## src/rtl/reg_dump_reader.sv

```systemverilog
// Debug read-out engine: sweeps RegisterFile read addresses 0..NUM_REGS-1 and streams each word
// on a valid/ready port. Optional trailing checksum word when REG_DUMP_CHECKSUM_EN is defined.
module reg_dump_reader #(
  parameter int NUM_REGS = 32,
  parameter int ADDR_W   = 5,
  parameter int DATA_W   = 32
) (
  input  logic              CLK,
  input  logic              Reset,
  input  logic              Start,
  output logic [ADDR_W-1:0] ReadReg,
  input  logic [DATA_W-1:0] ReadData,
  output logic              OutValid,
  input  logic              OutReady,
  output logic [DATA_W-1:0] OutData,
  output logic [ADDR_W-1:0] OutIndex,
  output logic              OutLast,
  output logic              Busy,
  output logic              Done
);

  typedef enum logic [2:0] {
    IDLE = 3'd0,
    READ = 3'd1,
    SEND = 3'd2,
`ifdef REG_DUMP_CHECKSUM_EN
    CSUM = 3'd4,
`endif
    DONE = 3'd3
  } state_t;

  localparam logic [ADDR_W-1:0] LAST_IDX = ADDR_W'(NUM_REGS - 1);

  state_t            stateR, stateNext;
  logic [ADDR_W-1:0] idxR, idxNext;
  logic              outValidR, outValidNext;
  logic [DATA_W-1:0] outDataR, outDataNext;
  logic [ADDR_W-1:0] outIndexR, outIndexNext;
  logic              outLastR, outLastNext;
  logic              busyR, busyNext;
  logic              doneR, doneNext;
  logic              transferS;
`ifdef REG_DUMP_CHECKSUM_EN
  logic [DATA_W-1:0] sumR, sumNext;
`endif

  assign transferS = outValidR && OutReady;

  // Next-state and next-output computation; every register's next value is decided here.
  always_comb begin
    stateNext    = stateR;
    idxNext      = idxR;
    outValidNext = outValidR;
    outDataNext  = outDataR;
    outIndexNext = outIndexR;
    outLastNext  = outLastR;
`ifdef REG_DUMP_CHECKSUM_EN
    sumNext      = sumR;
`endif
    case (stateR)
      IDLE: begin
        if (Start) begin
          idxNext   = {ADDR_W{1'b0}};
          stateNext = READ;
`ifdef REG_DUMP_CHECKSUM_EN
          sumNext   = {DATA_W{1'b0}};
`endif
        end else begin
          stateNext = IDLE;
        end
      end
      READ: begin
        outDataNext  = ReadData;
        outIndexNext = idxR;
        outValidNext = 1'b1;
`ifdef REG_DUMP_CHECKSUM_EN
        // The checksum word carries OutLast, so the final register does not.
        outLastNext  = 1'b0;
        sumNext      = sumR + ReadData;
`else
        outLastNext  = (idxR == LAST_IDX);
`endif
        stateNext    = SEND;
      end
      SEND: begin
        if (transferS) begin
          outValidNext = 1'b0;
          if (idxR == LAST_IDX) begin
`ifdef REG_DUMP_CHECKSUM_EN
            // sumR already includes the last captured word, so load it directly.
            stateNext    = CSUM;
            outValidNext = 1'b1;
            outDataNext  = sumR;
            outIndexNext = {ADDR_W{1'b0}};
            outLastNext  = 1'b1;
`else
            stateNext    = DONE;
`endif
          end else begin
            idxNext   = idxR + ADDR_W'(1);
            stateNext = READ;
          end
        end else begin
          stateNext = SEND;
        end
      end
`ifdef REG_DUMP_CHECKSUM_EN
      CSUM: begin
        if (transferS) begin
          outValidNext = 1'b0;
          stateNext    = DONE;
        end else begin
          stateNext = CSUM;
        end
      end
`endif
      DONE: begin
        idxNext   = {ADDR_W{1'b0}};
        stateNext = IDLE;
      end
      default: begin
        idxNext      = {ADDR_W{1'b0}};
        outValidNext = 1'b0;
        stateNext    = IDLE;
      end
    endcase
    busyNext = (stateNext != IDLE);
    doneNext = (stateNext == DONE);
  end

  // State and output registers with synchronous reset.
  always_ff @(posedge CLK) begin
    if (Reset) begin
      stateR    <= IDLE;
      idxR      <= {ADDR_W{1'b0}};
      outValidR <= 1'b0;
      outDataR  <= {DATA_W{1'b0}};
      outIndexR <= {ADDR_W{1'b0}};
      outLastR  <= 1'b0;
      busyR     <= 1'b0;
      doneR     <= 1'b0;
`ifdef REG_DUMP_CHECKSUM_EN
      sumR      <= {DATA_W{1'b0}};
`endif
    end else begin
      stateR    <= stateNext;
      idxR      <= idxNext;
      outValidR <= outValidNext;
      outDataR  <= outDataNext;
      outIndexR <= outIndexNext;
      outLastR  <= outLastNext;
      busyR     <= busyNext;
      doneR     <= doneNext;
`ifdef REG_DUMP_CHECKSUM_EN
      sumR      <= sumNext;
`endif
    end
  end

  assign ReadReg  = idxR;
  assign OutValid = outValidR;
  assign OutData  = outDataR;
  assign OutIndex = outIndexR;
  assign OutLast  = outLastR;
  assign Busy     = busyR;
  assign Done     = doneR;

endmodule

```

## config.mk

```make
export PLATFORM = sky130hd
export DESIGN_NAME = reg_dump_reader
export DESIGN_NICKNAME = d
export VERILOG_FILES = /design/src/rtl/reg_dump_reader.sv
export SDC_FILE = /design/constraint.sdc
export NUM_CORES = 1
export LEC_CHECK = 0
export ABC_AREA = 1
export BUFFER_PORTS_ARGS = -buffer_cell sky130_fd_sc_hd__buf_2
export CORE_ASPECT_RATIO = 0.75
export CORE_MARGIN = 1.5
export CORE_UTILIZATION = 46
export CTS_BUF_LIST = sky130_fd_sc_hd__clkbuf_8 sky130_fd_sc_hd__clkbuf_16
export DETAILED_ROUTE_END_ITERATION = 16
export PLACE_DENSITY = 0.84
export SLEW_MARGIN = 30
export SYNTH_ARGS = -nofsm -noshare
export SYNTH_HDL_FRONTEND = slang
export SYNTH_SLANG_ARGS = --single-unit
```

## constraint.sdc

```tcl
create_clock -name CLK -period 1.6 [get_ports CLK]
set_input_delay 0.24 -clock CLK [delete_from_list [all_inputs] [get_ports CLK]]
set_output_delay 0.24 -clock CLK [all_outputs]
set_load 0.02 [all_outputs]
```

Word-level counts from Yosys, hierarchy flattened
Cells that the tools add are included.
{"block": "classes", "n_addsub": 1, "n_eq_ne": 8, "mux": 10, "bitwise_logic": 2, "reduce_logical": 6}
{"op": "$mux W5", "count": 3}
{"op": "$pmux W5 S3", "count": 1}
{"op": "$eq A3 B2 Y1 const B", "count": 3}
{"op": "$pmux W3 S3", "count": 1}
{"op": "$ne A2 B2 Y1 const B", "count": 3}
{"op": "$add A5 B1 Y5 const B", "count": 1}
{"op": "$eq A5 B5 Y1 const B", "count": 1}
{"op": "$reduce_and A4 Y1", "count": 1}
{"op": "$eq A3 B1 Y1 const B", "count": 1}
{"op": "$logic_not A3 Y1", "count": 1}
{"op": "$mux W3", "count": 1}
{"op": "$pmux W1 S3", "count": 1}
{"op": "$reduce_bool A3 Y1", "count": 1}
{"op": "$mux W1", "count": 2}
{"op": "$mux W2", "count": 1}
{"op": "$not A1 Y1", "count": 2}
{"op": "$reduce_and A2 Y1", "count": 1}
{"op": "$reduce_or A2 Y1", "count": 1}
{"op": "$logic_and A1 B1 Y1", "count": 1}
{"block": "totals", "ff_bits": 49, "in_bits": 36, "out_inout_bits": 46, "elab_cells": 35}

Depth between registers and ports, before layout
Gate-level depths: netlist of the first run.
{"block": "depth", "ltp_word": 5, "depth_mapped": 11}

Worst setup path before layout of the first run
No wires, ideal clock.
{"block": "synth_path", "path_type": "reg-to-reg", "from": "register idxR[0], in the netlist ReadReg[0]", "to": "register idxR[1], in the netlist ReadReg[1]", "setup_time_ns": 0.114, "arrival_time_ns": 1.405, "setup_slack_ns": 0.081, "stages_incl_launch_ff": 12, "n_path_buf": 0, "period_less_slack_ns": 1.519, "path_cell_list": "dfxtp_1 -> ha_1 -> nand2_1 -> nor2_1 -> ha_1 -> inv_1 -> nand3_1 -> nand2_2 -> nand2_2 -> nand2_1 -> nand2_1 -> nor2_1"}
{"block": "synth_between", "elab_chain_len": 4, "elab_cells_between_ends": 7, "classes_between": "add/sub: 1; eq/ne: 2; mux: 3; reduce/logical: 1"}
{"item": "start, declared", "line": "35", "text": "logic [ADDR_W-1:0] idxR, idxNext;"}
{"item": "start signal, assigned", "line": "135", "text": "idxR <= {ADDR_W{1'b0}};"}
{"item": "start signal, assigned", "line": "147", "text": "idxR <= idxNext;"}
{"item": "$add A5 B1 Y5", "line": "100", "text": "idxNext = idxR + ADDR_W'(1);"}
{"item": "$mux W5", "line": "88", "text": "if (idxR == LAST_IDX) begin"}
{"item": "$mux W5", "line": "86", "text": "if (transferS) begin"}
{"item": "$pmux W5 S3", "line": "60", "text": "case (stateR)"}
Parallel ways exist; a longest one is shown, timed or not. The select of a mux whose other input is x is not followed.
A chain may end at the register's enable or synchronous reset.

Worst setup path in the final report of the first run
{"block": "layout_path", "from": "register idxR[0], in the netlist ReadReg[0]", "to": "register idxR[2], in the netlist ReadReg[2]"}
The elaborated chain is that of the path after synthesis.

==> summary.txt, run 1 <==
Worst r2r path cells -> 11
CTS Hold Bufs -> 0
Cell leakage power -> 1.32 nW
Multi-input logic area -> 802 µm²
Reg2reg start -> ReadReg[0]
Critical path endpoint category -> flop
PortBufs -> 81
Initial Util -> 49.7%
Switching power -> 800 µW
Chip height -> 58.5 µm
Post-synthesis sequential element count -> 48
Relative slew slack -> 75.8%
Hold Crit Class -> in2reg
DIE WIDTH -> 77.0 µm
Yosys cell types -> 20
Synth warn -> 0
Die footprint -> 4510 µm²
Final nets -> 372
Final RePlAce weighted congestion -> 0.870
Clock Tree Buf Depth -> 2
Drt drc -> 0
Reg power frac -> 48.0%
Min cycle time layout -> 1470 ps
DRT antenna net count -> 0
Remaining global-route overflow -> 0
Root Buffer -> clkbuf_8
Top_reg_cell synth -> dfxtp_1
Final cycle utilization of the critical path -> 92.0%
Register-to-register setup slack -> 130 ps
First-pass GRT wire length -> 7330 µm
Synth area leader -> dfxtp_1
Switch share -> 28.6%
Comb power frac -> 19.2%
CTS tree -> yes
FILL cells -> 341
Critical Path AT -> 1700 ps
FP Rows -> 19
Max-Cap Viols -> 0
Fmax -> 679 MHz
Starting DRT DRC Count -> 97
Internal power -> 2.00 mW
WL final -> 4450 µm
Reg clk slew, reported paths -> 90 ps
IO Pins -> 82
Layout cell share with drive strength beyond 1 -> 33.2%
Outcome -> finished clean
Ys async rst share -> 0%
Total CTS buffers -> 5
Sequential cell area -> 963 µm²
Clk Latency, worst-skew pair -> 300 ps
Least-Margin Pin Slew -> 363 ps
Final hold viol count -> 0
Highest net fanout along the worst path -> 4
Clk network pwr share -> 32.9%
Total GRT Usage -> 20.4%
VDD IR-drop max -> 622 µV
Vias -> 1,835
Placed cells -> 374
Post-synth top area share -> 50.8%
Ranking of synthesized cells by area -> dfxtp_1 51%, nor2_1 14%, o21ai_0 9.5%
Avg Cell Area, Syn -> 7.69 µm²
Clock net sink count -> 48
WL per Instance -> 11.6 µm
Area grow syn2layout -> 32.2%
Worst setup path startpoint -> ReadReg[0]
Pwr dens -> 1120 nW/µm²
Antenna cell count -> 0
Via density per instance -> 4.79
Final Util -> 65.7%
Synth Instances -> 246
H-tree depth -> 2
Final Setup Violations -> 0
Worst endpoint required time -> 1830 ps
Critical Path Start Type -> flop
Commonest cells after routing, fill and taps aside -> 81 x buf_2, 73 x nor2_1, 46 x dfxtp_1
Worst Setup EP -> ReadReg[2]
Syn Nets -> 288
Initial antenna violation count -> 0
Slew Viols, Final -> 0
Kind of critical path -> reg2reg
Vias in the first global route -> 1,666
Core area -> 3800 µm²
Most common cell after layout, fill and taps aside -> buf_2
Sequential fraction of the synthesis area -> 50.8%
Fin Hold WS -> 114 ps
Worst Clk Skew -> 6.20 ps
Number of synthesized flops with an enable pin -> 0
Critical R2R Capture -> ReadReg[2]
DR pass1 iterations -> 4
Final std cells w/o fill -> 383
Largest net degree at the start of global routing -> 33
Final setup TNS -> 0 ps
Synth Cell Area -> 1890 µm²
Post-DP HPWL -> 3070 µm
[cell type report]
cell class              instances  share of cell area, %
clock buffers                   6                   3.30
inverters                      16                   2.50
flip-flops and latches         48                   38.5
repair buffers                 90                   19.4
multi-input cells             169                   32.1
clock inverters                 2                   1.55
well taps                      52                   2.60
[how the worst min path moves through the flow]
stage | startpoint | slack, ps | depth (start not counted) | endpoint
after floorplan | Reset | 310 | 1 | OutValid
after global placement | Reset | 430 | 2 | OutValid
after global routing | Reset | 100 | 2 | OutValid
after CTS | Reset | 110 | 2 | OutValid
after detailed placement | Reset | 420 | 2 | OutValid
final | Reset | 110 | 2 | OutValid
[worst max-delay path, cell delays in order (launching register included)]
cell and delay (ps):
dfxtp_2 360, ha_4 140, nand2_1 70, nor2_1 130
ha_2 190, buf_4 100, nand2_1 50, nand2_2 90
nor2_4 50, nand2_1 50, nand2_1 50, nor2_1 130
[metal layers]
metal	part of all wire (%)	global-route usage, %	up-vias	wire length [µm]
met4	1.0	5.45	0	46
met3	8.0	5.89	5	357
met2	43	33.4	72	1910
li1	-	-	946	-
met5	0	0	-	0
met1	48	26.8	812	2130
[logic make-up (layout without fill, tap and decap cells)]
| family | after synthesis | after routing | share of synthesized area (%) |
|---|---|---|---|
| flops | 48 | 48 | 50.8 |
| simple gates | 115 | 115 | 24.4 |
| buf+inv | 29 | 114 | 7.54 |
| fa+ha+maj | 6 | 6 | 3.97 |
| compound gates | 48 | 48 | 13.3 |
[sequential cells by signal (all words and copies together) (netlist names)]
| register | flops |
|---|---|
| OutData | 32 |
| OutIndex | 5 |
| ReadReg | 5 |
| stateR | 2 |
| Busy | 1 |
| Done | 1 |
| OutLast | 1 |
| OutValid | 1 |
[power by group through the flow]
| stage | combinational (mW) | sequential, mW | clock (mW) |
|---|---|---|---|
| floorplan | 0.225 | 1.48 | 0 |
| global placement | 0.526 | 1.36 | 0 |
| detailed placement | 0.534 | 1.36 | 0 |
| CTS | 0.537 | 1.34 | 0.935 |
| global route | 0.595 | 1.36 | 0.989 |
| finish | 0.537 | 1.34 | 0.921 |
[what timing repair did]
action | in CTS | in global routing
buffers inserted | 0 | 1
resized for setup | 0 | 5
setup endpoints to repair | 0 | 4
[metrics by stage]
stage / worst slack (ps) / instance area, µm² / power, mW
6_report: 127 / 2500 / 2.80
5_1_grt: -8.70 / 2500 / 2.94
4_1_cts: 110 / 2470 / 2.81
3_5_place_dp: 128 / 2350 / 1.90
3_3_place_gp: 214 / 2350 / 1.89
2_1_floorplan: 81.5 / 1890 / 1.71
[synth_stat cells, types with 2 or more instances]
library cell / instances
buf_4: 5
ha_1: 6
nand2_1: 29
nand2_2: 4
nand3_1: 7
clkbuf_1: 3
inv_1: 14
buf_2: 3
dfxtp_1: 48
o21ai_1: 2
o21ai_0: 36
a21oi_1: 9
nor2_1: 73
Power figures use the tool's default switching activity.
==> inputs of run 2 (changes only) <==
--- a/config.mk
+++ b/config.mk
@@ -7,11 +7,12 @@
 export LEC_CHECK = 0
 export ABC_AREA = 1
 export BUFFER_PORTS_ARGS = -buffer_cell sky130_fd_sc_hd__buf_2
-export CORE_ASPECT_RATIO = 0.75
 export CORE_MARGIN = 1.5
 export CORE_UTILIZATION = 46
 export CTS_BUF_LIST = sky130_fd_sc_hd__clkbuf_8 sky130_fd_sc_hd__clkbuf_16
+export CTS_CLUSTER_SIZE = 14
 export DETAILED_ROUTE_END_ITERATION = 16
+export GPL_TIMING_DRIVEN = 0
 export PLACE_DENSITY = 0.84
 export SLEW_MARGIN = 30
 export SYNTH_ARGS = -nofsm -noshare
==> summary.txt, run 2 (synthesis gave the netlist of run 1 again) <==
Critical path endpoint category -> flop (unchanged)
Kind of critical path -> reg2reg (unchanged)
Least-Margin Pin Slew -> 349 ps (was 363 ps)
Total CTS buffers -> 5 (unchanged)
Vias in the first global route -> 1,586 (was 1,666)
Critical Path Start Type -> flop (unchanged)
Most common cell after layout, fill and taps aside -> buf_2 (unchanged)
Antenna cell count -> 0 (unchanged)
Die footprint -> 4500 µm² (was 4510 µm²)
Final RePlAce weighted congestion -> 0.846 (was 0.870)
Final cycle utilization of the critical path -> 95.6% (was 92.0%)
Commonest cells after routing, fill and taps aside -> 84 x buf_2, 73 x nor2_1, 46 x dfxtp_1 (was 81 x buf_2, 73 x nor2_1, 46 x dfxtp_1)
WL final -> 4360 µm (was 4450 µm)
Total chip power -> 2.60 mW (was 2.80 mW)
Clk Latency, worst-skew pair -> 290 ps (was 300 ps)
Root Buffer -> clkbuf_8 (unchanged)
Largest net degree at the start of global routing -> 15 (was 33)
Final hold viol count -> 0 (unchanged)
Final nets -> 377 (was 372)
Core area -> 3970 µm² (was 3800 µm²)
Critical R2R Capture -> Done (was ReadReg[2])
CTS tree -> yes (unchanged)
Area grow syn2layout -> 30.9% (was 32.2%)
Max stage delay on crit path -> 380 ps (was 360 ps)
Worst Clk Skew -> 2.63 ps (was 6.20 ps)
Slowest CP cell -> dfxtp_2 (unchanged)
Vias -> 1,827 (was 1,835)
Final Setup Violations -> 0 (unchanged)
Relative slew slack -> 76.7% (was 75.8%)
Start point of the worst hold path -> Reset (unchanged)
Drt drc -> 0 (unchanged)
Via density per instance -> 4.73 (was 4.79)
Number of flip-flops in the largest register -> 32 (unchanged)
Worst r2r path cells -> 10 (was 11)
Layout cell share with drive strength beyond 1 -> 33.0% (was 33.2%)
DIE WIDTH -> 67.1 µm (was 77.0 µm)
Total GRT Usage -> 19.8% (was 20.4%)
DRT antenna net count -> 0 (unchanged)
Post-DP HPWL -> 3170 µm (was 3070 µm)
Reg clk slew, reported paths -> 80 ps (was 90 ps)
WL per Instance -> 11.3 µm (was 11.6 µm)
Critical Path AT -> 1760 ps (was 1700 ps)
Max-Cap Viols -> 0 (unchanged)
Worst endpoint required time -> 1830 ps (about the same)
Remaining global-route overflow -> 0 (unchanged)
Final Util -> 62.3% (was 65.7%)
PortBufs -> 81 (unchanged)
DR pass1 iterations -> 4 (unchanged)
Slew Viols, Final -> 0 (unchanged)
Outcome -> finished clean (unchanged)
Worst hold path cell count -> 2 (unchanged)
Min-Delay Endpoint -> OutValid (unchanged)
VDD IR-drop max -> 631 µV (was 622 µV)
Initial Util -> 47.6% (was 49.7%)
Starting DRT DRC Count -> 62 (was 97)
Register-to-register setup slack -> 70 ps (was 130 ps)
Cell leakage power -> 1.31 nW (was 1.32 nW)
Clock Tree Buf Depth -> 2 (unchanged)
H-tree depth -> 2 (unchanged)
Chip height -> 67.1 µm (was 58.5 µm)
Clock net sink count -> 48 (unchanged)
Highest net fanout along the worst path -> 5 (was 4)
FP Rows -> 23 (was 19)
Pwr dens -> 1050 nW/µm² (was 1120 nW/µm²)
Fmax -> 653 MHz (was 679 MHz)
Hold Crit Class -> in2reg (unchanged)
CTS Hold Bufs -> 0 (unchanged)
First-pass GRT wire length -> 6740 µm (was 7330 µm)
Worst path cell trace -> ha_2 > nand2_1 > nor2_1 > ha_2 > inv_1 > nand3_1 > nand2_2 > nand2_1 > nand3_1 > nor2_1 (was ha_4 > nand2_1 > nor2_1 > ha_2 > buf_4 > nand2_1 > nand2_2 > nor2_4 > nand2_1 > nand2_1 > nor2_1)
Reg2reg start -> ReadReg[1] (was ReadReg[0])
Min cycle time layout -> 1530 ps (was 1470 ps)
Initial antenna violation count -> 0 (unchanged)
IO Pins -> 82 (unchanged)
## run 2: per-stage QoR
stage / std cells / setup TNS (ps) / setup WS, ps / hold slack, ps / area [µm²]
6_report: 386 / 0 / 69.6 / 128 / 2470
5_1_grt: 386 / -37.1 / -22.5 / 130 / 2470
4_1_cts: 385 / 0 / 61.3 / 108 / 2450
3_5_place_dp: 377 / 0 / 80.7 / 432 / 2360
3_3_place_gp: 377 / 0 / 101 / 427 / 2360
2_1_floorplan: 246 / 0 / 81.5 / 309 / 1890
## run 2: worst max-delay path by stage
stage	start	to	slack (ps)	cells past startpoint
after floorplan	ReadReg[0]	ReadReg[1]	80	11
after global placement	ReadReg[0]	ReadReg[4]	100	10
after detailed placement	ReadReg[0]	ReadReg[1]	80	11
after CTS	ReadReg[0]	Done	60	10
after global routing	ReadReg[1]	ReadReg[1]	-20	11
final	ReadReg[1]	Done	70	10
## run 2: where the power goes
| part | internal (mW) | switching [mW] |
|---|---|---|
| sequential | 1.29 | 0.0532 |
| combinational | 0.196 | 0.336 |
| clock | 0.345 | 0.382 |
| total | 1.83 | 0.771 |
## run 2: routing by layer
metal,part of all wire [%],global-route usage (%),vias to the layer above
li1,-,-,954
met1,45,24.1,821
met2,49,33.3,50
met3,5.0,4.56,2
met4,0.46,8.42,0
met5,0,0,-
## run 2: cell type report
| class | count | area [µm²] |
|---|---|---|
| Buffer | 13 | 80.1 |
| Clock buffer | 6 | 82.6 |
| Sequential cell | 48 | 966 |
| Clock inverter | 2 | 11.3 |
| Inverter | 16 | 62.6 |
| Timing Repair Buffer | 82 | 413 |
| Multi-Input combinational cell | 169 | 797 |
| Fill cell | 366 | 1500 |
| Tap cell | 50 | 62.6 |
## run 2: worst max-delay path, delay by kind of cell (launching register included)
kind	cells	cell delay, ps
simple gates	7	660
flops	1	380
fa+ha+maj	2	390
buf+inv	1	50
## run 2: what timing repair did
| item | in CTS | in global routing |
|---|---|---|
| setup buffers | 0 | 1 |
| endpoints found under the setup margin | 0 | 7 |
| gates resized for setup | 0 | 6 |
==> inputs of run 3 (changes only) <==
--- a/config.mk
+++ b/config.mk
@@ -7,13 +7,15 @@
 export LEC_CHECK = 0
 export ABC_AREA = 1
 export BUFFER_PORTS_ARGS = -buffer_cell sky130_fd_sc_hd__buf_2
+export CELL_PAD_IN_SITES_DETAIL_PLACEMENT = 1
+export CELL_PAD_IN_SITES_GLOBAL_PLACEMENT = 2
 export CORE_MARGIN = 1.5
-export CORE_UTILIZATION = 46
+export CORE_UTILIZATION = 25
 export CTS_BUF_LIST = sky130_fd_sc_hd__clkbuf_8 sky130_fd_sc_hd__clkbuf_16
 export CTS_CLUSTER_SIZE = 14
 export DETAILED_ROUTE_END_ITERATION = 16
 export GPL_TIMING_DRIVEN = 0
-export PLACE_DENSITY = 0.84
+export PLACE_DENSITY = 0.85
 export SLEW_MARGIN = 30
 export SYNTH_ARGS = -nofsm -noshare
 export SYNTH_HDL_FRONTEND = slang
==> summary.txt, run 3 (synthesis gave the netlist of run 1 again) <==
Outcome -> finished clean (unchanged)
Total GRT Usage -> 13.9% (was 19.8%)
Total chip power -> 2.69 mW (was 2.60 mW)
Core area -> 7290 µm² (was 3970 µm²)
Top Usage Layer GRT -> met2 (unchanged)
Layout cell share with drive strength beyond 1 -> 34.7% (was 33.0%)
DR pass1 iterations -> 4 (unchanged)
First-pass GRT wire length -> 9260 µm (was 6740 µm)
Area grow syn2layout -> 35.9% (was 30.9%)
Total CTS buffers -> 5 (unchanged)
Post-DP HPWL -> 4000 µm (was 3170 µm)
Critical Path Start Type -> flop (unchanged)
Clock Tree Buf Depth -> 2 (unchanged)
Critical R2R Capture -> ReadReg[1] (was Done)
DIE WIDTH -> 90.0 µm (was 67.1 µm)
Min cycle time layout -> 1490 ps (was 1530 ps)
Final nets -> 379 (was 377)
Reg clk slew, reported paths -> 90 ps (was 80 ps)
Fmax -> 669 MHz (was 653 MHz)
Critical Path AT -> 1690 ps (was 1760 ps)
Max stage delay on crit path -> 370 ps (was 380 ps)
Hold Crit Class -> in2reg (unchanged)
Starting DRT DRC Count -> 47 (was 62)
Reg2reg start -> ReadReg[0] (was ReadReg[1])
Antenna cell count -> 0 (unchanged)
Unrepaired setup endpoints after global routing -> yes
Slew Viols, Final -> 0 (unchanged)
Final cycle utilization of the critical path -> 93.4% (was 95.6%)
PortBufs -> 81 (unchanged)
Worst r2r path cells -> 11 (was 10)
Fin Hold WS -> 116 ps (was 128 ps)
Chip height -> 90.0 µm (was 67.1 µm)
Start point of the worst hold path -> Reset (unchanged)
Root Buffer -> clkbuf_8 (unchanged)
Number of flip-flops in the largest register -> 32 (unchanged)
Most common cell after layout, fill and taps aside -> buf_2 (unchanged)
Worst path cell trace -> ha_2 > nand2_1 > nor2_1 > ha_2 > inv_2 > nand3_1 > nand2_2 > nand2_4 > nand2_1 > nand2_1 > nor2_1 (was ha_2 > nand2_1 > nor2_1 > ha_2 > inv_1 > nand3_1 > nand2_2 > nand2_1 > nand3_1 > nor2_1)
GR Util met3 -> 3.55% (was 4.56%)
Relative slew slack -> 73.3% (was 76.7%)
WL per Instance -> 12.3 µm (was 11.3 µm)
Final Setup Violations -> 0 (unchanged)
CP bufs+invs -> 1 (unchanged)
Met2 Track Usage GR -> 25.1% (was 33.3%)
FP Rows -> 31 (was 23)
Final RePlAce weighted congestion -> 0.751 (was 0.846)
Worst Clk Skew -> 3.98 ps (was 2.63 ps)
Largest net degree at the start of global routing -> 14 (was 15)
CTS tree -> yes (unchanged)
Final setup TNS -> 0 ps (unchanged)
FILL cells -> 964 (was 366)
Clock net sink count -> 48 (unchanged)
CP delay by family, top -> simple AND/OR/NAND/NOR gates (unchanged)
Die footprint -> 8090 µm² (was 4500 µm²)
Final Util -> 35.2% (was 62.3%)
Least-Margin Pin Slew -> 400 ps (was 349 ps)
Worst hold path cell count -> 2 (unchanged)
Drt drc -> 0 (unchanged)
Min-Delay Endpoint -> OutValid (unchanged)
Vias in the first global route -> 1,989 (was 1,586)
Vias -> 1,866 (was 1,827)
Max-Cap Viols -> 0 (unchanged)
Worst endpoint required time -> 1800 ps (was 1830 ps)
Kind of critical path -> reg2reg (unchanged)
H-tree depth -> 2 (unchanged)
Cell leakage power -> 1.32 nW (was 1.31 nW)
Final hold viol count -> 0 (unchanged)
WL final -> 5360 µm (was 4360 µm)
CP dominant cell by count -> nand2_1
Critical path endpoint category -> flop (unchanged)
Pwr dens -> 1050 nW/µm² (about the same)
Commonest cells after routing, fill and taps aside -> 84 x buf_2, 73 x nor2_1, 46 x dfxtp_1 (unchanged)
Register-to-register setup slack -> 110 ps (was 70 ps)
Clk Latency, worst-skew pair -> 290 ps (about the same)
VDD IR-drop max -> 348 µV (was 631 µV)
DRT antenna net count -> 0 (unchanged)
Remaining global-route overflow -> 0 (unchanged)
IO Pins -> 82 (unchanged)
Highest net fanout along the worst path -> 4 (was 5)
Initial Util -> 25.9% (was 47.6%)
GR met1 Demand/Resource -> 16.2% (was 24.1%)
Via density per instance -> 4.28 (was 4.73)
Initial antenna violation count -> 0 (unchanged)
Slowest CP cell -> dfxtp_4 (was dfxtp_2)
## run 3: routing by layer
metal  vias up  wire length, µm
met5         -                0
met4         0               51
met3         7              262
met2        43             2760
met1       863             2290
li1        953                -
## run 3: worst reg2reg max path, cell delays in order (launching register included)
cell and delay, ps:
dfxtp_4 370, ha_2 170, nand2_1 70, nor2_1 100, ha_2 190, inv_2 50, nand3_1 80, nand2_2 110
nand2_4 110, nand2_1 60, nand2_1 60, nor2_1 40
## run 3: cell type report
class	count	area, µm²	share of cell area [%]
flip-flops and latches	48	968	37.7
well taps	99	124	4.82
inverters	16	62.6	2.44
multi-input cells	169	810	31.5
repair buffers	84	428	16.7
plain buffers	13	80.1	3.12
clock buffers	7	96.3	3.75
## run 3: through the flow
step	setup WS, ps	cells	area [µm²]
after global placement	37.3	426	2420
final	106	436	2570
after floorplan	81.5	246	1890
after global routing	0.208	436	2570
after CTS	21.2	433	2520
after detailed placement	5.54	426	2420
## run 3: how the worst max path moves through the flow
stage                          start         end  depth (start not counted)  slack, ps
after floorplan           ReadReg[0]  ReadReg[1]                         11         80
after global placement    ReadReg[0]        Done                         10         40
after detailed placement  ReadReg[0]  ReadReg[1]                         11          6
after CTS                 ReadReg[1]  ReadReg[1]                         11         20
after global routing      ReadReg[0]        Done                         10        0.2
final                     ReadReg[0]  ReadReg[1]                         11        110
## run 3: repair_timing
action                                 CTS  global route
setup endpoints to repair                2             7
hold buffers                             0             0
endpoints found under the hold margin    0             0
gates resized for setup                  1            10
setup buffers                            0             3
pin swaps                                0             2
## run 3: where the power goes
group          switching, mW  internal, mW
sequential            0.0509          1.29
clock                  0.398         0.386
combinational          0.354         0.206
total                  0.803          1.88
